File: src/rtl/io_periph_bank_if.sv
// Request/response bus between the core LSU I/O window and the peripheral bank.
// The master drives req_*, the bank answers on rsp_* one cycle later.
interface io_periph_bank_if;
    logic        req_valid_i;
    logic        req_we_i;
    logic [11:0] req_addr_i;
    logic [3:0]  req_be_i;
    logic [31:0] req_wdata_i;
    logic        rsp_valid_o;
    logic [31:0] rsp_rdata_o;
    logic        rsp_err_o;

    modport master (
        output req_valid_i, req_we_i, req_addr_i, req_be_i, req_wdata_i,
        input  rsp_valid_o, rsp_rdata_o, rsp_err_o
    );
    modport slave (
        input  req_valid_i, req_we_i, req_addr_i, req_be_i, req_wdata_i,
        output rsp_valid_o, rsp_rdata_o, rsp_err_o
    );
endinterface

File: src/rtl/io_periph_bank.sv
// Memory-mapped I/O bank: LED/LCD/hex output registers plus synchronised,
// debounced switches with rising-edge capture and a maskable interrupt.
module io_periph_bank #(
    parameter int NUM_HEX      = 8,
    parameter int SW_W         = 32,
    parameter int DEBOUNCE_CYC = 16
) (
    input  logic                  clk_i,
    input  logic                  rst_i,
    io_periph_bank_if.slave       bus,
    input  logic [SW_W-1:0]       io_sw_i,
    output logic [31:0]           io_ledr_o,
    output logic [31:0]           io_ledg_o,
    output logic [31:0]           io_lcd_o,
    output logic [32*NUM_HEX-1:0] io_hex_o,
    output logic                  sw_irq_o
);
    localparam int            CW      = $clog2(DEBOUNCE_CYC);
    localparam logic [CW-1:0] CNT_MAX = CW'(DEBOUNCE_CYC - 1);
    localparam logic [CW-1:0] CNT_ACC = CW'(DEBOUNCE_CYC - 2);

    logic [9:0]         widx;
    logic [31:0]        bmask;
    logic               hit_ledr, hit_ledg, hit_lcd, hit_sw, hit_edge, hit_irq;
    logic [NUM_HEX-1:0] hit_hex;
    logic               mapped, err, wr_ok;
    logic [31:0]        rd_data, clr_w, irq_w;

    logic [31:0]        hex_q [NUM_HEX];
    logic [31:0]        ledr_q, ledg_q, lcd_q;
    logic [SW_W-1:0]    sw_m, sw_s, cand, sw_db, sw_db_d, edge_cap, irq_en;
    logic [SW_W-1:0]    rise, clr, irq_en_nxt;
    logic [CW-1:0]      cnt;

    function automatic logic [31:0] merge(input logic [31:0] old, input logic [31:0] wd,
                                          input logic [31:0] m);
        return (old & ~m) | (wd & m);
    endfunction

    assign widx  = bus.req_addr_i[11:2];
    assign bmask = {{8{bus.req_be_i[3]}}, {8{bus.req_be_i[2]}},
                    {8{bus.req_be_i[1]}}, {8{bus.req_be_i[0]}}};

    always_comb begin
        hit_ledr = (widx == 10'h000);
        hit_ledg = (widx == 10'h004);
        hit_lcd  = (widx == 10'h028);
        hit_sw   = (widx == 10'h040);
        hit_edge = (widx == 10'h041);
        hit_irq  = (widx == 10'h042);
        for (int i = 0; i < NUM_HEX; i++) hit_hex[i] = (widx == 10'(8 + i));
        mapped = hit_ledr | hit_ledg | hit_lcd | hit_sw | hit_edge | hit_irq | (|hit_hex);
        // SW_DB is read-only: a write there is reported and has no effect
        err   = !mapped || (bus.req_we_i && hit_sw);
        wr_ok = bus.req_valid_i && bus.req_we_i && !err;
        rd_data = '0;
        if (!bus.req_we_i) begin
            if (hit_ledr) rd_data = ledr_q;
            if (hit_ledg) rd_data = ledg_q;
            if (hit_lcd)  rd_data = lcd_q;
            if (hit_sw)   rd_data = 32'(sw_db);
            if (hit_edge) rd_data = 32'(edge_cap);
            if (hit_irq)  rd_data = 32'(irq_en);
            for (int i = 0; i < NUM_HEX; i++) if (hit_hex[i]) rd_data = hex_q[i];
        end
    end

    always_comb begin
        clr_w      = (wr_ok && hit_edge) ? (bus.req_wdata_i & bmask) : '0;
        clr        = clr_w[SW_W-1:0];
        irq_w      = merge(32'(irq_en), bus.req_wdata_i, bmask);
        irq_en_nxt = irq_w[SW_W-1:0];
        rise       = sw_db & ~sw_db_d;
    end

    for (genvar i = 0; i < NUM_HEX; i++) begin : g_hex
        always_ff @(posedge clk_i or posedge rst_i) begin
            if (rst_i)                     hex_q[i] <= '0;
            else if (wr_ok && hit_hex[i]) hex_q[i] <= merge(hex_q[i], bus.req_wdata_i, bmask);
        end
        assign io_hex_o[32*i +: 32] = hex_q[i];
    end

    always_ff @(posedge clk_i or posedge rst_i) begin
        if (rst_i) begin
            ledr_q <= '0;
            ledg_q <= '0;
            lcd_q  <= '0;
            bus.rsp_valid_o <= 1'b0;
            bus.rsp_rdata_o <= '0;
            bus.rsp_err_o   <= 1'b0;
        end else begin
            if (wr_ok && hit_ledr) ledr_q <= merge(ledr_q, bus.req_wdata_i, bmask);
            if (wr_ok && hit_ledg) ledg_q <= merge(ledg_q, bus.req_wdata_i, bmask);
            if (wr_ok && hit_lcd)  lcd_q  <= merge(lcd_q,  bus.req_wdata_i, bmask);
            bus.rsp_valid_o <= bus.req_valid_i;
            bus.rsp_rdata_o <= bus.req_valid_i ? rd_data : '0;
            bus.rsp_err_o   <= bus.req_valid_i && err;
        end
    end

    // Debounce is vector-wide: any change on any bit restarts the stability window.
    always_ff @(posedge clk_i or posedge rst_i) begin
        if (rst_i) begin
            sw_m     <= '0;
            sw_s     <= '0;
            cand     <= '0;
            cnt      <= '0;
            sw_db    <= '0;
            sw_db_d  <= '0;
            edge_cap <= '0;
            irq_en   <= '0;
            sw_irq_o <= 1'b0;
        end else begin
            sw_m    <= io_sw_i;
            sw_s    <= sw_m;
            sw_db_d <= sw_db;
            if (sw_s != cand) begin
                cand <= sw_s;
                cnt  <= '0;
            end else begin
                if (cnt != CNT_MAX) cnt <= cnt + 1'b1;
                if (cnt >= CNT_ACC) sw_db <= cand;
            end
            // a fresh rising edge outranks a simultaneous W1C on the same bit
            edge_cap <= (edge_cap & ~clr) | rise;
            if (wr_ok && hit_irq) irq_en <= irq_en_nxt;
            sw_irq_o <= |(edge_cap & irq_en);
        end
    end

    assign io_ledr_o = ledr_q;
    assign io_ledg_o = ledg_q;
    assign io_lcd_o  = lcd_q;
endmodule
File: src/flat_wrapper.sv
// flat-port wrapper written by rule: the top's interface ports become plain ports
module io_periph_bank_flat 
#(
    parameter int NUM_HEX      = 8,
    parameter int SW_W         = 32,
    parameter int DEBOUNCE_CYC = 16
)
  (clk_i, rst_i, io_sw_i, io_ledr_o, io_ledg_o, io_lcd_o, io_hex_o, sw_irq_o, bus_req_valid_i, bus_req_we_i, bus_req_addr_i, bus_req_be_i, bus_req_wdata_i, bus_rsp_valid_o, bus_rsp_rdata_o, bus_rsp_err_o);
  io_periph_bank_if bus_i ();
  input  logic clk_i;
  input  logic rst_i;
  input  logic [SW_W-1:0] io_sw_i;
  output logic [31:0] io_ledr_o;
  output logic [31:0] io_ledg_o;
  output logic [31:0] io_lcd_o;
  output logic [32*NUM_HEX-1:0] io_hex_o;
  output logic sw_irq_o;
  input wire logic [$bits(bus_i.req_valid_i)-1:0] bus_req_valid_i;
  input wire logic [$bits(bus_i.req_we_i)-1:0] bus_req_we_i;
  input wire logic [$bits(bus_i.req_addr_i)-1:0] bus_req_addr_i;
  input wire logic [$bits(bus_i.req_be_i)-1:0] bus_req_be_i;
  input wire logic [$bits(bus_i.req_wdata_i)-1:0] bus_req_wdata_i;
  output wire logic [$bits(bus_i.rsp_valid_o)-1:0] bus_rsp_valid_o;
  output wire logic [$bits(bus_i.rsp_rdata_o)-1:0] bus_rsp_rdata_o;
  output wire logic [$bits(bus_i.rsp_err_o)-1:0] bus_rsp_err_o;
  assign bus_i.req_valid_i = bus_req_valid_i;
  assign bus_i.req_we_i = bus_req_we_i;
  assign bus_i.req_addr_i = bus_req_addr_i;
  assign bus_i.req_be_i = bus_req_be_i;
  assign bus_i.req_wdata_i = bus_req_wdata_i;
  assign bus_rsp_valid_o = bus_i.rsp_valid_o;
  assign bus_rsp_rdata_o = bus_i.rsp_rdata_o;
  assign bus_rsp_err_o = bus_i.rsp_err_o;
  io_periph_bank #(.NUM_HEX(NUM_HEX), .SW_W(SW_W), .DEBOUNCE_CYC(DEBOUNCE_CYC)) u_core (.clk_i(clk_i), .rst_i(rst_i), .bus(bus_i), .io_sw_i(io_sw_i), .io_ledr_o(io_ledr_o), .io_ledg_o(io_ledg_o), .io_lcd_o(io_lcd_o), .io_hex_o(io_hex_o), .sw_irq_o(sw_irq_o));
endmodule
File: config.mk
export PLATFORM = sky130hd
export DESIGN_NAME = io_periph_bank_flat
export DESIGN_NICKNAME = d
export VERILOG_FILES = /design/src/rtl/io_periph_bank_if.sv /design/src/rtl/io_periph_bank.sv /design/src/flat_wrapper.sv
export SDC_FILE = /design/constraint.sdc
export NUM_CORES = 2
export LEC_CHECK = 0
export BUFFER_PORTS_ARGS = -buffer_cell sky130_fd_sc_hd__buf_4
export CAP_MARGIN = 20
export CORE_MARGIN = 8
export CORE_UTILIZATION = 56
export CTS_BUF_LIST = sky130_fd_sc_hd__clkbuf_4
export DETAILED_ROUTE_END_ITERATION = 8
export HOLD_SLACK_MARGIN = 0.1
export PLACE_DENSITY = 0.8
export SLEW_MARGIN = 20
export SYNTH_ARGS = -nofsm -noshare
export SYNTH_HDL_FRONTEND = slang
export SYNTH_SLANG_ARGS = --single-unit
File: constraint.sdc
create_clock -name clk_i -period 24.4 [get_ports clk_i]
set_input_delay 4.88 -clock clk_i [delete_from_list [all_inputs] [get_ports clk_i]]
set_output_delay 4.88 -clock clk_i [all_outputs]
set_load 0.1 [all_outputs]
* After elaboration in Yosys (flattened, before gate mapping) *
Index checks and enable logic that the tools add are counted.

word-level totals
  logic and storage cells = 123
  input port bits = 84
  flip-flop bits (word level) = 615
  output and inout port bits = 387

cells by class
  muxes and demuxes = 19
  add/sub/neg operators = 1
  order comparisons = 1
  reduce and logical (&&, ||, !) cells = 25
  eq/ne operators = 15
  bitwise logic cells = 39

operator list
  cell                                                                    number
  32-bit 2-to-1 mux                                                       17
  32-bit bitwise AND                                                      16
  32-bit OR                                                               13
  32-bit NOT                                                              3
  10-bit by 4-bit equality test with 1-bit output, second input constant  8
  32-bit != test                                                          1
  32-bit OR reduction                                                     1
  10-bit by 7-bit equality test with 1-bit output, second input constant  3
  1-bit logical AND                                                       17
  10-bit by 3-bit equality test with 1-bit output, second input constant  1
  10-bit by 6-bit equality test with 1-bit output, second input constant  1
  10-bit logical NOT                                                      1
  4-bit 2-to-1 mux                                                        2
  8-bit OR reduction                                                      1
  1-bit OR                                                                6
  4-bit by 1-bit adder with 4-bit output, second input constant           1
  4-bit >= comparator, second input constant                              1
  4-bit != test, second input constant                                    1
  1-bit logical NOT                                                       2
  2-bit AND reduction                                                     1
  2-bit nonzero test                                                      1
  1-bit logical OR                                                        1
  1-bit NOT                                                               1

* Logic depth before layout (Yosys ltp) *
  word-level depth = 17
  depth in mapped cells = 9
  depth with buffers taken out = 5

* Worst setup path after synthesis *
OpenSTA, ideal clock, no wires.

  kind = in2reg
  start = input port bus_req_addr_i[7]
  end = register (tool-made name)
  buffers on the path = 1
  data required time = 24.274 ns
  setup time = 0.126 ns
  stages = 6
  slack = 17.726 ns
  arrival time = 6.549 ns
  path through = buf_2 or4b_4 nor2_8 a21oi_4 nand2_4 mux2_2

RTL lines
  item         line                RTL
  from (decl)  flat_wrapper.sv:20  input wire logic [$bits(bus_i.req_addr_i)-1:0] bus_req_addr_i;

==> flow_metrics.env <==
export IMPL_outcome="completed"
export IMPL_cp_arrival_ps=8940
export IMPL_wl_um=101000
export IMPL_grt_pass1_wl_um=148000
export IMPL_met1_usage=0.434
export IMPL_drt_first_pass_iters=8
export IMPL_swShare=0.257
export IMPL_slew_viol_final=0
export IMPL_dp_cells=3049
export IMPL_routedWlPerCell_um=30.4
export IMPL_cts_buffers=158
export IMPL_grt_pass1_vias=22400
export IMPL_synth_cell_types=73
export IMPL_syn_inst=2101
export IMPL_ios=471
export IMPL_ys_seq_area_frac=0.568
export IMPL_power_density_mw_per_mm2=63.0
export IMPL_hp_class="reg -> reg"
export IMPL_leakage_nw=16.8
export IMPL_seq_area_sq_mm=0.0154
export IMPL_synth_edf_count=0
export IMPL_rsz0062_at_grt="false"
export IMPL_first_iter_violations=2977
export IMPL_globalplace_congestion=0.940
export IMPL_pwr_share_comb=0.060
export IMPL_grt_busiest_layer="met2"
export IMPL_synthTopCellsByArea="dfrtp_1, mux2_2, mux2i_1"
export IMPL_io_buffers=468
export IMPL_synthArstFlopShare=1.00
export IMPL_tightest_slew_ps=1200
export IMPL_ir_drop_uv=69.5
export IMPL_row_count=80
export IMPL_cp_max_fo=50
export IMPL_cts_root_buf="clkbuf_4"
export IMPL_holdWs_ps=300
export IMPL_crit_path_start_kind="input port"
export IMPL_slew_headroom=0.195
export IMPL_crit_reg2reg_launch="u_core.cand[3]"
export IMPL_cts_tree="yes"
export IMPL_grt_overflow_total=0
export IMPL_cts_setup_buffers=0
export IMPL_drive_above_1_share=0.455
export IMPL_power_net_switching_mw=0.535
export IMPL_syn_avg_cell_area_sq_um=12.9
export IMPL_antenna_found_initial=3
export IMPL_cts_sinks=615
export IMPL_clk_path_buf_depth=3
export IMPL_crit_start="bus_req_addr_i[2]"
export IMPL_syn_nets=2187
export IMPL_period_share=0.332
export IMPL_h_tree_depth=4
export IMPL_drc=0
export IMPL_ys_ff_latch=615
export IMPL_worstPathRequired_ps=25250
export IMPL_hold_buffers=0
export IMPL_hold_start="u_core.sw_m[8]"
export IMPL_setup_tns_ps=0
export IMPL_insertion_delay_ps=1030
export IMPL_netlist_area_sq_mm=0.0271
export IMPL_fmax_ghz=0.124
export IMPL_finalHoldViolCount=0
export IMPL_setup_viol=0
export IMPL_maxCapViolations=0
export IMPL_synth_ff_type="dfrtp_1"
export IMPL_critPathCaptureType="register"
export IMPL_start_util=0.567
export IMPL_seqPwrFrac=0.499
export IMPL_die_h_um=236
export IMPL_criticalPathCategory="in -> reg"
export IMPL_grt_usage=0.357
export IMPL_die_x_um=236
export IMPL_intPower_mw=1.55
export IMPL_synth_top_area_share=0.568
export IMPL_multiInputGateArea_sq_mm=0.0109
export IMPL_instances_no_fill=3327
export IMPL_vias=21900
export IMPL_design_area_sq_mm=0.0331
export IMPL_cts_resized=0
export IMPL_grt_max_degree=199
export IMPL_num_nets_final=2681
export IMPL_period_needed_ps=8090
export IMPL_path_clk_slew_ps=60
export IMPL_die_area_sq_mm=0.0556
export IMPL_yosysWarnings=0
export IMPL_post_dp_cell_area_sq_mm=0.0310
export IMPL_area_growth_pct=22.1
export IMPL_fillers=3406
export IMPL_viasPerCell=6.57
export IMPL_gr_usage_met3=0.161
export IMPL_clock_skew_ps=67.5
export IMPL_place_hpwl_um=70000
export IMPL_postRouteAntennaNets=0
export IMPL_synth_top_cell_by_area="dfrtp_1"
export IMPL_grtUsageMet2=0.530
export IMPL_coreArea_sq_mm=0.0477
export IMPL_clkPwrFrac=0.442
## worst max-delay path: stages
cell and delay [ps]:
buf_4 280, buf_4 450, nor3_1 770, nand3_2 850, nor2_1 590, nand2_1 570, mux2_2 460
## layout make-up
| class | instances | area share |
|---|---|---|
| clock inverters | 44 | 0.0100 |
| repair buffers | 495 | 0.114 |
| clock buffers | 231 | 0.0524 |
| flip-flops and latches | 615 | 0.465 |
| well taps | 615 | 0.0233 |
| multi-input cells | 1283 | 0.330 |
| diodes | 2 | 0.000151 |
| inverters | 42 | 0.00499 |
## synthesized netlist by cell type (all sizes together) (6+ instances only)
cell type / n
clkbuf: 117
buf: 44
nand4: 10
a31oi: 30
nor2: 65
o211ai: 10
o2bb2ai: 18
o21a: 8
o221ai: 24
nand2: 142
a32oi: 8
o21ai: 51
xor2: 32
mux2i: 52
o2111ai: 6
a21oi: 51
nor3: 17
dfrtp: 615
mux2: 438
a211oi: 19
a221oi: 35
a22oi: 21
nor4: 17
o22ai: 45
inv: 42
a2bb2oi: 14
a22o: 48
nand3: 58
## placed cells by master (no fill, tap or decap), drive strengths merged, types with 5 or more instances in the layout
cell     count
a21o         5
o21ai       51
o2bb2ai     18
o2111ai      6
clkbuf     231
and2         5
inv         45
a2bb2oi     14
clkinv      32
o21a         8
nor2        65
a221oi      35
mux2       438
nor3        17
a21oi       51
mux2i       52
o221ai      24
nor4        17
a32oi        8
nand2      142
nand3b       5
xor2        32
nand4       10
o211ai      10
o22ai       45
a22o        48
a211oi      19
dfrtp      615
bufinv       5
buf        495
a22oi       21
nand3       58
a2111oi      5
a31oi       30
## worst paths after layout
kind	depth (start not counted)	slack (ps)	to
max in group asynchronous	4	18790	async pin
worst max-delay path	7	16310	register
worst min-delay path	0	300	u_core.sw_s[8]
worst max register to register	6	21850	u_core.sw_db[8]
min in group asynchronous	2	4010	u_core.sw_s[2]
worst min register to register	0	300	u_core.sw_s[8]
## power groups by stage
stage	combinational [mW]	clock, mW	sequential [mW]
after floorplan	0.0567	0	1.08
after CTS	0.122	0.927	1.04
final	0.124	0.920	1.04
after global placement	0.119	0	1.06
after global routing	0.130	0.981	1.04
after detailed placement	0.122	0	1.06
## cell families (layout without fill, tap and decap cells)
family | after synthesis | count (layout) | synth area share
xor gates and xnor gates | 33 | 33 | 0.0107
buffers and inverters | 203 | 812 | 0.0301
AOI/OAI and AO/OA | 411 | 411 | 0.113
DFF | 615 | 615 | 0.568
other | 0 | 2 | 0
muxes | 490 | 490 | 0.201
adders and majority gates | 2 | 2 | 0.000924
and+or+nand+nor | 347 | 347 | 0.0759
## per-stage QoR
stage	total power, mW	setup WS (ps)	utilization
2_1_floorplan	1.13	2300	-
3_3_place_gp	1.18	15570	0.649
3_5_place_dp	1.18	15480	0.649
4_1_cts	2.09	16560	0.692
5_1_grt	2.15	16340	0.693
6_report	2.08	16310	0.693
## layer usage
metal	vias up	part of all wire	wire length, um
met1	10900	0.35	35700
met5	-	0	0
met2	1708	0.44	44900
li1	8831	-	-
met3	383	0.14	14600
met4	0	0.058	5830
Power figures use the tool's default switching activity.
